**config.mk**
```make
export PLATFORM = sky130hd
export DESIGN_NAME = alu32_result_stage
export DESIGN_NICKNAME = d
export VERILOG_FILES = /design/src/rtl/alu32_result_stage.sv
export SDC_FILE = /design/constraint.sdc
export NUM_CORES = 1
export LEC_CHECK = 0
export BUFFER_PORTS_ARGS = -buffer_cell sky130_fd_sc_hd__clkbuf_2
export CAP_MARGIN = 30
export CORE_UTILIZATION = 58
export CTS_CLUSTER_SIZE = 8
export DETAILED_ROUTE_END_ITERATION = 8
export PLACE_DENSITY_LB_ADDON = 0.25
export SETUP_SLACK_MARGIN = 0.1
export SYNTH_ARGS = -nofsm -noshare
export SYNTH_HDL_FRONTEND = slang
export SYNTH_SLANG_ARGS = --single-unit
```
**constraint.sdc**
```tcl
create_clock -name Clk -period 2.6 [get_ports Clk]
set_input_delay 0.52 -clock Clk [delete_from_list [all_inputs] [get_ports Clk]]
set_output_delay 0.52 -clock Clk [all_outputs]
set_load 0.05 [all_outputs]
```
**src/rtl/alu32_result_stage.sv**
```systemverilog
// alu32_result_stage: registered output stage behind the ALU32 logic units.
// Captures result + op tag, derives Zero/Neg flags at capture time, and
// presents them through a valid/ready handshake. A 2-entry skid buffer keeps
// In_Ready flop-driven so consumer backpressure never reaches the ALU
// combinationally.
// Optional feature: define ALU32_RESULT_PARITY_EN to add Out_Par (XOR
// reduction of Out_Data, stored per entry).
module alu32_result_stage #(
    parameter int WIDTH = 32,
    parameter int TAG_W = 4
) (
    input  logic             Clk,
    input  logic             Rst_n,
    input  logic             Flush,
    input  logic [WIDTH-1:0] In_Data,
    input  logic [TAG_W-1:0] In_Tag,
    input  logic             In_Valid,
    output logic             In_Ready,
    output logic [WIDTH-1:0] Out_Data,
    output logic [TAG_W-1:0] Out_Tag,
    output logic             Out_Zero,
    output logic             Out_Neg,
`ifdef ALU32_RESULT_PARITY_EN
    output logic             Out_Par,
`endif
    output logic             Out_Valid,
    input  logic             Out_Ready
);

    localparam logic [1:0] EMPTY = 2'd0;
    localparam logic [1:0] ONE   = 2'd1;
    localparam logic [1:0] TWO   = 2'd2;

    // {zero, neg} for a captured word
    function automatic logic [1:0] calc_flags(input logic [WIDTH-1:0] d);
        return {~|d, d[WIDTH-1]};
    endfunction

    // even parity of a captured word
    function automatic logic calc_par(input logic [WIDTH-1:0] d);
        return ^d;
    endfunction

    logic [1:0] state_q;
    logic [1:0] state_d;

    logic             accept;
    logic             fire;
    logic             load_main_in;
    logic             load_main_skid;
    logic             load_skid;

    // skid entry (older-than-nothing, waits behind main)
    logic [WIDTH-1:0] skid_data_p0;
    logic [TAG_W-1:0] skid_tag_p0;
    logic [1:0]       skid_flags_p0;
    // main entry (presented to the consumer)
    logic [WIDTH-1:0] main_data_p1;
    logic [TAG_W-1:0] main_tag_p1;
    logic [1:0]       main_flags_p1;
`ifdef ALU32_RESULT_PARITY_EN
    logic             skid_par_p0;
    logic             main_par_p1;
`endif

    assign In_Ready  = (state_q != TWO);
    assign Out_Valid = (state_q != EMPTY);
    assign accept    = In_Valid & In_Ready;
    assign fire      = Out_Valid & Out_Ready;

    assign Out_Data  = main_data_p1;
    assign Out_Tag   = main_tag_p1;
    assign Out_Zero  = main_flags_p1[1];
    assign Out_Neg   = main_flags_p1[0];
`ifdef ALU32_RESULT_PARITY_EN
    assign Out_Par   = main_par_p1;
`endif

    // next-state and entry-load decode; Flush overrides everything
    always_comb begin
        state_d        = state_q;
        load_main_in   = 1'b0;
        load_main_skid = 1'b0;
        load_skid      = 1'b0;
        if (Flush) begin
            state_d = EMPTY;
        end else begin
            case (state_q)
                EMPTY: begin
                    if (accept) begin
                        load_main_in = 1'b1;
                        state_d      = ONE;
                    end
                end
                ONE: begin
                    if (accept && fire) begin
                        load_main_in = 1'b1;
                    end else if (accept) begin
                        load_skid = 1'b1;
                        state_d   = TWO;
                    end else if (fire) begin
                        state_d = EMPTY;
                    end
                end
                TWO: begin
                    if (fire) begin
                        load_main_skid = 1'b1;
                        state_d        = ONE;
                    end
                end
                default: state_d = EMPTY;
            endcase
        end
    end

    // control state register
    always_ff @(posedge Clk or negedge Rst_n) begin
        if (!Rst_n) state_q <= EMPTY;
        else        state_q <= state_d;
    end

    // ---- stage p0: skid capture from the input ----
    always_ff @(posedge Clk or negedge Rst_n) begin
        if (!Rst_n) begin
            skid_data_p0  <= '0;
            skid_tag_p0   <= '0;
            skid_flags_p0 <= '0;
`ifdef ALU32_RESULT_PARITY_EN
            skid_par_p0   <= 1'b0;
`endif
        end else if (load_skid) begin
            skid_data_p0  <= In_Data;
            skid_tag_p0   <= In_Tag;
            skid_flags_p0 <= calc_flags(In_Data);
`ifdef ALU32_RESULT_PARITY_EN
            skid_par_p0   <= calc_par(In_Data);
`endif
        end
    end

    // ---- stage p1: main entry, loaded from input or promoted from skid ----
    always_ff @(posedge Clk or negedge Rst_n) begin
        if (!Rst_n) begin
            main_data_p1  <= '0;
            main_tag_p1   <= '0;
            main_flags_p1 <= '0;
`ifdef ALU32_RESULT_PARITY_EN
            main_par_p1   <= 1'b0;
`endif
        end else if (load_main_in) begin
            main_data_p1  <= In_Data;
            main_tag_p1   <= In_Tag;
            main_flags_p1 <= calc_flags(In_Data);
`ifdef ALU32_RESULT_PARITY_EN
            main_par_p1   <= calc_par(In_Data);
`endif
        end else if (load_main_skid) begin
            main_data_p1  <= skid_data_p0;
            main_tag_p1   <= skid_tag_p0;
            main_flags_p1 <= skid_flags_p0;
`ifdef ALU32_RESULT_PARITY_EN
            main_par_p1   <= skid_par_p0;
`endif
        end
    end

endmodule

```
==> reports/results.ini, run 1 <==
[run_status]
status = complete, no violations

[layout]
final_cell_mix = clkbuf_2, dfrtp_1, nor2_1, a21oi_1, mux2i_1
layout.nets = 388
area_growth_pct = 17.2
layout_commonest_cell = clkbuf_2
layout-drive-gt1-share_pct = 40.9
antenna_cells = 0

[global_routing]
busiest_layer = met2
grt.met3_usage_pct = 5.52
grt_pass1_wl_um = 11100
grtUsageMet1_pct = 34.0
grt_overflow_total = 0
met2_usage_pct = 34.8
grt_pass1_vias = 2276
grt_max_degree = 49
track_usage_pct = 23.8
antenna_found_initial = 0

[drt]
dr.pass1.iters = 4
wirelength_um = 6840
ant_nets = 0
dr_total_vias = 2316
avgViaCountPerCell = 5.46
drc = 0
drtIter0Drc = 117
routed_wire_length_per_instance_um = 16.1

[clock_network]
clockRootBuffer = clkbuf_8
post_cts_resized = 0
cts_inserted_buffers = 9
cts_num_sinks = 76
clkLatencyLatePin_ns = 0.34
ctsHoldBuffers = 0
ctsLongestPathBuffers = 2
cts.htree.levels = 3
cts_setup_buffers = 0
cts_tree = built
clkTransAtPathRegs_ns = 0.08

[timing]
worst_hold_slack_ns = 0.179
hold_viol_final = 0
fin_crit_ns = 1.89
fin_skew_ns = 0.00703
worstMarginPinSlew_ns = 0.941
setup_tns_ns = 0
setup_viol = 0
rsz0062_at_grt = no
maxSlewViolCount = 0
min_period_over_period_pct = 72.9
slew_headroom_pct = 37.0
fmax_mhz = 528

[setup_path]
path_cells = inv_1 -> o21ai_4 -> buf_12 -> nor2_1 -> a21oi_1
max_stage_delay_ns = 0.76
cp.arrival_ns = 2.15
r2r.worst_path.cells = 5
crit_end = Out_Data[14]$_DFFE_PN0P_
r2r_end = Out_Data[14]$_DFFE_PN0P_
r2r_start = state_q[0]$_DFFE_PN0P_
critPathRequiredTime_ns = 2.86
reg2reg_slack_ns = 0.71
cp-end-kind = register
crit_family = compound AO/OA/AOI/OAI gates
startpoint_type = register
crit_buf_inv = 2
cp-startpoint = state_q[0]$_DFFE_PN0P_
path_class = register to register
cp_max_fo = 38
slowest_stage = o21ai_4
worstSetupPathDepth = 5

[hold_path]
hp-class = primary input to async pin

[synth]
avgSynthCellArea_um2 = 12.9
ys_warn_count = 0
synth_top_cell_area_share_pct = 55.0
synth-simple-area-share_pct = 7.85
synth_top_family_by_area = multiplexers
synth_mux_area_share_pct = 26.0
synth_xor_area_share_pct = 0
synthCells = 267
synth-seq-cells = 76
ys_seq_area_share_pct = 55.0
synth_cell_types = 26
synth_area_leader_cell = dfrtp_1
synth_compound_area_share_pct = 6.33
synth_nets = 308
netlist_area_um2 = 3460
synth_fa_ha_area_share_pct = 0
yosys-top-cells-area = dfrtp_1, mux2_4, mux2i_1

[pwr]
p_comb_share_pct = 29.7
clkPwrFrac_pct = 22.8
power.share.switching_pct = 35.8
power_leakage_nw = 1.91
switchingPower_mw = 1.21
vdd_drop_max_mv = 0.452
pwr-share-seq_pct = 47.5
internal_power_mw = 2.17
p_per_area_nw_per_um2 = 837

[floorplan]
rows = 27
die_w_um = 79.2
start_util_pct = 61.3
ios = 81
dieArea_um2 = 6270
core-area_um2 = 5640
die_y_um = 79.2

[place]
place_congestion = 0.746
place_hpwl_um = 4680
port_buffers = 80

[job]
maxCapViolations = 0

## worst min path at each step
stage,slack (ns),cells after the start,to,startpoint
after CTS,0.20,1,Out_Data[25]$_DFFE_PN0P_,Rst_n
final,0.18,1,Out_Data[25]$_DFFE_PN0P_,Rst_n
after global placement,0.49,1,skid_data_p0[3]$_DFFE_PN0P_,skid_data_p0[3]$_DFFE_PN0P_
after detailed placement,0.49,1,skid_data_p0[8]$_DFFE_PN0P_,skid_data_p0[8]$_DFFE_PN0P_
after floorplan,0.22,0,Out_Data[0]$_DFFE_PN0P_,Rst_n
after global routing,0.21,1,Out_Data[25]$_DFFE_PN0P_,Rst_n
## routing by layer
metal  part of all wire, %  up-vias
met3                   4.7        9
met1                    46     1150
met5                     0        -
met4                   1.3        0
li1                      -     1097
met2                    47       60
## per-stage QoR
| step | util [%] | cells | setup WS, ns | instance area, µm² | total power, mW |
|---|---|---|---|---|---|
| 6_report | 71.8 | 424 | 0.706 | 4050 | 3.39 |
| 5_1_grt | 71.8 | 424 | 0.570 | 4050 | 3.55 |
| 4_1_cts | 71.8 | 424 | 0.717 | 4050 | 3.41 |
| 3_5_place_dp | 68.8 | 408 | 0.610 | 3880 | 2.64 |
| 3_3_place_gp | 68.8 | 408 | 0.691 | 3880 | 2.61 |
| 2_1_floorplan | - | 267 | 1.12 | 3460 | 2.37 |
## synthesized netlist by cell type (all sizes together)
library cell / count
dfrtp: 76
a21oi: 38
nor2: 38
mux2: 37
mux2i: 37
buf: 16
nor4: 8
nand2: 3
nand4: 2
nor3b: 2
a211oi: 1
and2b: 1
and4bb: 1
clkbuf: 1
inv: 1
nand3b: 1
o21a: 1
o21ai: 1
o22a: 1
or2: 1
## cell families (layout without fill, tap and decap cells)
group	Yosys count	count (layout)
AND/OR/NAND/NOR	57	57
flip-flops	76	76
buffers and inverters	18	103
AO/OA/AOI/OAI	42	42
multiplexers	74	74
## cell type report
| class | instances | area [µm²] |
|---|---|---|
| clock buffer | 9 | 124 |
| multi-input combinational | 173 | 1400 |
| sequential | 76 | 1900 |
| clock inverter | 7 | 43.8 |
| fill | 401 | 1590 |
| tap | 72 | 90.1 |
| inverter | 1 | 3.75 |
| timing repair buffer | 86 | 485 |
## sequential cells by signal, summed over array words and instances, names as in the netlist
name,cells
skid_data_p0,31
state_q,2
skid_flags_p0,2
main_flags_p1,2
Out_Tag,4
Out_Data,31
skid_tag_p0,4
## power groups by stage
stage	clock (mW)	sequential (mW)	combinational, mW
6_report	0.771	1.61	1.01
4_1_cts	0.789	1.61	1.02
5_1_grt	0.846	1.64	1.07
3_5_place_dp	0	1.63	1.02
2_1_floorplan	0	1.96	0.406
3_3_place_gp	0	1.61	0.991
(Power assumes the default switching activity.)
==> inputs of run 2 (changes only) <==
CORE_UTILIZATION = 48   (was 58)
clock period = 1.6 ns   (was 2.6 ns; I/O delays follow)
==> run 2 against run 1 <==
Effect of this change: clock power rose by 110%; via count increased by 1.3%; routed wire length rose by 7.5%; clock skew grew 0.0040 ns; die area increased by 20%; the run now ends with negative setup slack left; worst hold slack gained 0.031 ns; power up 77%; global-route usage fell by 3.5 points; clock-buffer cell count grew 1; setup slack got worse by 0.71 ns.
==> reports/results.ini, run 2 (synthesis results as in run 1) <==
[clock_network]
cts_num_sinks = 76  ; unchanged
clockRootBuffer = clkbuf_8
cts_inserted_buffers = 9  ; unchanged
clkLatencyLatePin_ns = 0.35  ; about the same
cts_tree = built
cts.htree.levels = 3  ; unchanged
ctsLongestPathBuffers = 2  ; unchanged
clkTransAtPathRegs_ns = 0.07  ; about the same

[setup_path]
cp-end-kind = output pin
slowest_stage = dfrtp_1
r2r_start = state_q[1]$_DFFE_PN0P_
cp-startpoint = state_q[0]$_DFFE_PN0P_
startpoint_type = register
path_class = register to output pin
max_stage_delay_ns = 0.39  ; -0.37 ns
path_cells = buf_6 -> or2_4 -> clkbuf_16
cp.arrival_ns = 1.28  ; -0.87 ns
cp_max_fo = 4  ; -89%
critPathRequiredTime_ns = 1.28  ; -1.58 ns

[timing]
fmax_mhz = 624
slew_headroom_pct = 62.1  ; +25 points
fin_skew_ns = 0.0110  ; +0.00397 ns
setup_viol = 1  ; +1
hold_viol_final = 0  ; unchanged
min_period_over_period_pct = 100
worstMarginPinSlew_ns = 0.563  ; -0.378 ns
worst_hold_slack_ns = 0.210  ; +0.0311 ns
setup_tns_ns = -0.00344  ; -0.00344 ns
maxSlewViolCount = 0  ; unchanged
fin_crit_ns = 1.60
setup_ws_ns = -0.00344  ; -0.709 ns
rsz0062_at_grt = yes

[global_routing]
track_usage_pct = 20.3  ; -3.5 points
grt_pass1_vias = 2330  ; +2.4%
grt_max_degree = 39  ; -20%
grt_pass1_wl_um = 11500  ; +3.5%
antenna_found_initial = 0  ; unchanged
grt_overflow_total = 0  ; unchanged

[pwr]
vdd_drop_max_mv = 0.557  ; +23%
switchingPower_mw = 2.01  ; +65%
power_leakage_nw = 2.11  ; +11%
power.share.switching_pct = 33.5  ; -2.3 points
p_per_area_nw_per_um2 = 1340  ; +60%
p_comb_share_pct = 29.1  ; -0.6 points
clkPwrFrac_pct = 27.2  ; +4.4 points
pwr-share-seq_pct = 43.8  ; -3.7 points
internal_power_mw = 3.99  ; +83%

[floorplan]
ios = 81  ; unchanged
dieArea_um2 = 7550  ; +20%
die_y_um = 86.9  ; +9.7%
die_w_um = 86.9  ; +9.7%
core-area_um2 = 6870  ; +22%
start_util_pct = 50.3  ; -11 points
rows = 30  ; +11%

[layout]
layout-drive-gt1-share_pct = 45.0  ; +4.1 points
layout_commonest_cell = clkbuf_2
area_growth_pct = 29.1
final_cell_mix = clkbuf_2, dfrtp_1, nor2_1
antenna_cells = 0  ; unchanged
layout.nets = 405  ; +4.4%

[drt]
dr_total_vias = 2346  ; +1.3%
ant_nets = 0  ; unchanged
wirelength_um = 7350  ; +7.5%
dr.pass1.iters = 4  ; unchanged
drc = 0  ; unchanged
avgViaCountPerCell = 5.05  ; -7.6%
drtIter0Drc = 136  ; +16%
routed_wire_length_per_instance_um = 15.8  ; -2.0%

[hold_path]
hp-class = primary input to register
min-delay-start = Flush

[place]
place_hpwl_um = 4630  ; -1.1%
port_buffers = 80  ; unchanged
place_congestion = 0.740  ; -0.79%

[run_status]
violations = negative setup slack
status = finished, violations left

[job]
maxCapViolations = 0  ; unchanged

-- run 2: cell count changes in the layout (fill, tap and decap cells not counted), sizes merged --
| cell | before | now |
|---|---|---|
| clkinvlp | 2 | 0 |
| clkinv | 5 | 4 |
| buf | 7 | 21 |
| bufinv | 0 | 2 |
| dlygate4sd3 | 0 | 1 |
| clkbuf | 88 | 91 |
-- run 2: timing repair --
action	4_1_cts	5_1_grt
hold endpoints to repair	20	0
pin swaps	6	9
endpoints found under the setup margin	2	76
hold buffers	1	0
buffers inserted	3	2
gates resized for setup	17	9
cloned	0	3
-- run 2: final timing paths --
path | to | slack, ns | depth (start not counted)
min reg2reg | skid_tag_p0[2]$_DFFE_PN0P_ | 0.51 | 1
max reg2reg | skid_data_p0[2]$_DFFE_PN0P_ | 0.01 | 5
min | state_q[0]$_DFFE_PN0P_ | 0.21 | 2
max in group asynchronous | Out_Data[8]$_DFFE_PN0P_ | 0.70 | 3
min in group asynchronous | Out_Tag[2]$_DFFE_PN0P_ | 0.41 | 2
max | Out_Valid | -0.003 | 3
-- run 2: metrics by stage --
stage	instances	power, mW	setup WS [ns]	area (µm²)	utilization [%]
final	465	6.00	-0.00344	4460	65.0
after global routing	465	6.28	-0.0530	4460	65.0
after CTS	460	6.01	-0.00296	4340	63.1
after detailed placement	440	4.31	0.0746	4010	58.4
after global placement	440	4.26	0.0793	4010	58.4
after floorplan	267	3.84	0.190	3460	-
-- run 2: layer usage --
layer	vias to the layer above	part of all wire (%)	global-route usage [%]
met5	-	0	0
met4	0	1.3	6.36
met3	8	4.7	6.45
met2	54	47	30.7
met1	1146	47	28.0
li1	1138	-	-
-- run 2: worst max-delay path, delay by kind of cell, from the launching register on --
| kind | cells | cell delay (ns) |
|---|---|---|
| buffers and inverters | 2 | 0.30 |
| flip-flops | 1 | 0.39 |
| AND/OR/NAND/NOR | 1 | 0.25 |
-- run 2: layout make-up --
| class | count | area [µm²] |
|---|---|---|
| Inverter | 1 | 3.75 |
| Clock inverter | 6 | 87.6 |
| Tap cell | 96 | 120 |
| Clock buffer | 10 | 138 |
| Fill cell | 545 | 2400 |
| Multi-Input combinational cell | 173 | 1470 |
| Sequential cell | 76 | 1900 |
| Timing Repair Buffer | 103 | 747 |
-- run 2: power groups by stage --
stage / Clock (mW) / Combinational [mW] / Sequential [mW]
after floorplan: 0 / 0.659 / 3.18
after global routing: 1.76 / 1.85 / 2.67
after detailed placement: 0 / 1.67 / 2.64
after global placement: 0 / 1.64 / 2.63
final: 1.63 / 1.74 / 2.62
after CTS: 1.67 / 1.73 / 2.61
==> inputs of run 3 (changes only) <==
REMOVE_ABC_BUFFERS = 1   (was default)
==> run 3 against run 2 <==
Effect of this change: the flow still finishes with violations (negative setup slack); register-to-register slack got worse by 0.03 ns; sequential share of layout area shrank 0.95 points; global-route usage is 0.41 points lower; critical path depth increased by 3; largest cell class unchanged; largest power group unchanged.
==> reports/results.ini, run 3 (synthesis results as in run 1) <==
[run_status]
status = finished, violations left
violations = negative setup slack

[clock_network]
cts_inserted_buffers = 9  ; unchanged
clkLatencyLatePin_ns = 0.35  ; about the same
clkTransAtPathRegs_ns = 0.07  ; about the same
ctsLongestPathBuffers = 2  ; unchanged
cts_tree = built
cts.htree.levels = 3  ; unchanged
cts_num_sinks = 76  ; unchanged
clockRootBuffer = clkbuf_8

[drt]
drc = 0  ; unchanged
ant_nets = 0  ; unchanged
avgViaCountPerCell = 5.05  ; +0.10%
routed_wire_length_per_instance_um = 15.7  ; -0.61%
dr_total_vias = 2404  ; +2.5%
drtIter0Drc = 123  ; -9.6%
wirelength_um = 7480  ; +1.7%
dr.pass1.iters = 4  ; unchanged

[timing]
worstMarginPinSlew_ns = 0.366  ; -0.197 ns
hold_viol_final = 0  ; unchanged
setup_ws_ns = -0.0153  ; -0.0118 ns
rsz0062_at_grt = yes
min_period_over_period_pct = 101  ; +0.74 points
setup_tns_ns = -0.0501  ; -0.0466 ns
fmax_mhz = 619  ; -0.73%
fin_crit_ns = 1.62  ; +0.0118 ns
setup_viol = 6  ; +5
maxSlewViolCount = 0  ; unchanged
slew_headroom_pct = 75.4  ; +13 points
fin_skew_ns = 0.0201  ; +0.00915 ns

[layout]
area_growth_pct = 32.1
nFillCells = 543  ; -0.37%
multiInputGateArea_um2 = 1420  ; -2.9%
antenna_cells = 0  ; unchanged
register_area_um2 = 1900  ; unchanged
layout.nets = 416  ; +2.7%
layout_commonest_cell = clkbuf_2
final_cell_mix = clkbuf_2, dfrtp_1, nor2_1, a21oi_1, mux2i_1
layout-drive-gt1-share_pct = 45.8  ; +0.80 points

[job]
maxCapViolations = 0  ; unchanged

[floorplan]
rows = 30  ; unchanged
dieArea_um2 = 7550  ; unchanged
core-area_um2 = 6870  ; unchanged
die_y_um = 86.9  ; unchanged
start_util_pct = 50.3  ; unchanged
ios = 81  ; unchanged
die_w_um = 86.9  ; unchanged

[global_routing]
track_usage_pct = 19.9  ; -0.41 points
grt_overflow_total = 0  ; unchanged
grt_pass1_vias = 2320  ; -0.43%
antenna_found_initial = 0  ; unchanged
grt_pass1_wl_um = 11300  ; -1.8%
grt_max_degree = 39  ; unchanged

[place]
place_congestion = 0.731  ; -1.3%
port_buffers = 80  ; unchanged
place_hpwl_um = 4720  ; +2.0%

[hold_path]
hp-class = primary input to register
holdPathStages = 2  ; unchanged

[setup_path]
startpoint_type = register
path_class = register to register
cp.arrival_ns = 1.85  ; +0.57 ns
r2r.worst_path.cells = 6  ; +1
cp_max_fo = 6  ; +2
cp-end-kind = register
critPathRequiredTime_ns = 1.83  ; +0.55 ns

[pwr]
pwr-share-seq_pct = 43.8  ; about the same
internal_power_mw = 3.96  ; -0.69%
switchingPower_mw = 2.00  ; -0.45%
vdd_drop_max_mv = 0.981  ; +76%
power.share.switching_pct = 33.6  ; +0.054 points
power_leakage_nw = 2.14  ; +1.4%
clkPwrFrac_pct = 27.6  ; +0.4 points
total_power_mw = 5.96  ; -0.61%
p_per_area_nw_per_um2 = 1310  ; -2.8%
p_comb_share_pct = 28.6  ; -0.5 points

==> run 3: area by class of cell <==
class,instances,area share [%]
repair buffers,114,19.5
inverters,1,0.0822
multi-input cells,173,31.2
flip-flops and latches,76,41.7
well taps,96,2.63
clock buffers,11,3.10
clock inverters,5,1.86
==> run 3: path summary, 6_finish.rpt <==
path	start	to	slack [ns]
hold / removal	Flush	state_q[0]$_DFFE_PN0P_	0.21
setup / recovery	state_q[1]$_DFFE_PN0P_	skid_data_p0[29]$_DFFE_PN0P_	-0.02
min in group asynchronous	Rst_n	Out_Tag[0]$_DFFE_PN0P_	0.39
setup reg to reg	state_q[1]$_DFFE_PN0P_	skid_data_p0[29]$_DFFE_PN0P_	-0.02
max in group asynchronous	Rst_n	Out_Data[0]$_DFFE_PN0P_	0.66
hold reg to reg	skid_data_p0[5]$_DFFE_PN0P_	skid_data_p0[5]$_DFFE_PN0P_	0.51
==> run 3: per-stage QoR <==
step / utilization [%] / cells / setup slack (ns) / instance area [µm²] / hold slack [ns]
finish: 66.5 / 476 / -0.0153 / 4570 / 0.208
global route: 66.5 / 476 / -0.0589 / 4570 / 0.210
CTS: 62.3 / 461 / 0.00622 / 4280 / 0.171
detailed placement: 58.0 / 440 / 0.0653 / 3990 / 0.224
global placement: 58.0 / 440 / 0.0774 / 3990 / 0.226
floorplan: - / 250 / -1.68 / 3300 / 0.0244
==> run 3: repair_timing <==
action,CTS,global route
setup buffers,4,10
gates resized for setup,8,21
hold buffers,1,0
endpoints found under the setup margin,2,76
cloned,0,5
endpoints found under the hold margin,20,0
pin swaps,0,23
==> run 3: critical path, stage by stage, from the launching register on <==
cell and delay, ns:
dfrtp_1 0.41, buf_6 0.13, nor3b_4 0.18, nand3b_1 0.15
buf_6 0.18, clkbuf_16 0.16, mux2_4 0.29
==> run 3: power groups by stage <==
| stage | registers, mW | logic, mW | clock network [mW] |
|---|---|---|---|
| after floorplan | 3.20 | 0.631 | 0 |
| after global placement | 2.62 | 1.63 | 0 |
| after detailed placement | 2.64 | 1.66 | 0 |
| after CTS | 2.61 | 1.68 | 1.67 |
| after global routing | 2.66 | 1.81 | 1.75 |
| final | 2.61 | 1.70 | 1.65 |
==> run 3: per-layer routing <==
| layer | share of wire (%) | track usage (%) |
|---|---|---|
| met1 | 48 | 27.4 |
| met2 | 46 | 30.6 |
| met3 | 5.0 | 5.59 |
| met4 | 0.94 | 6.36 |
| met5 | 0 | 0 |
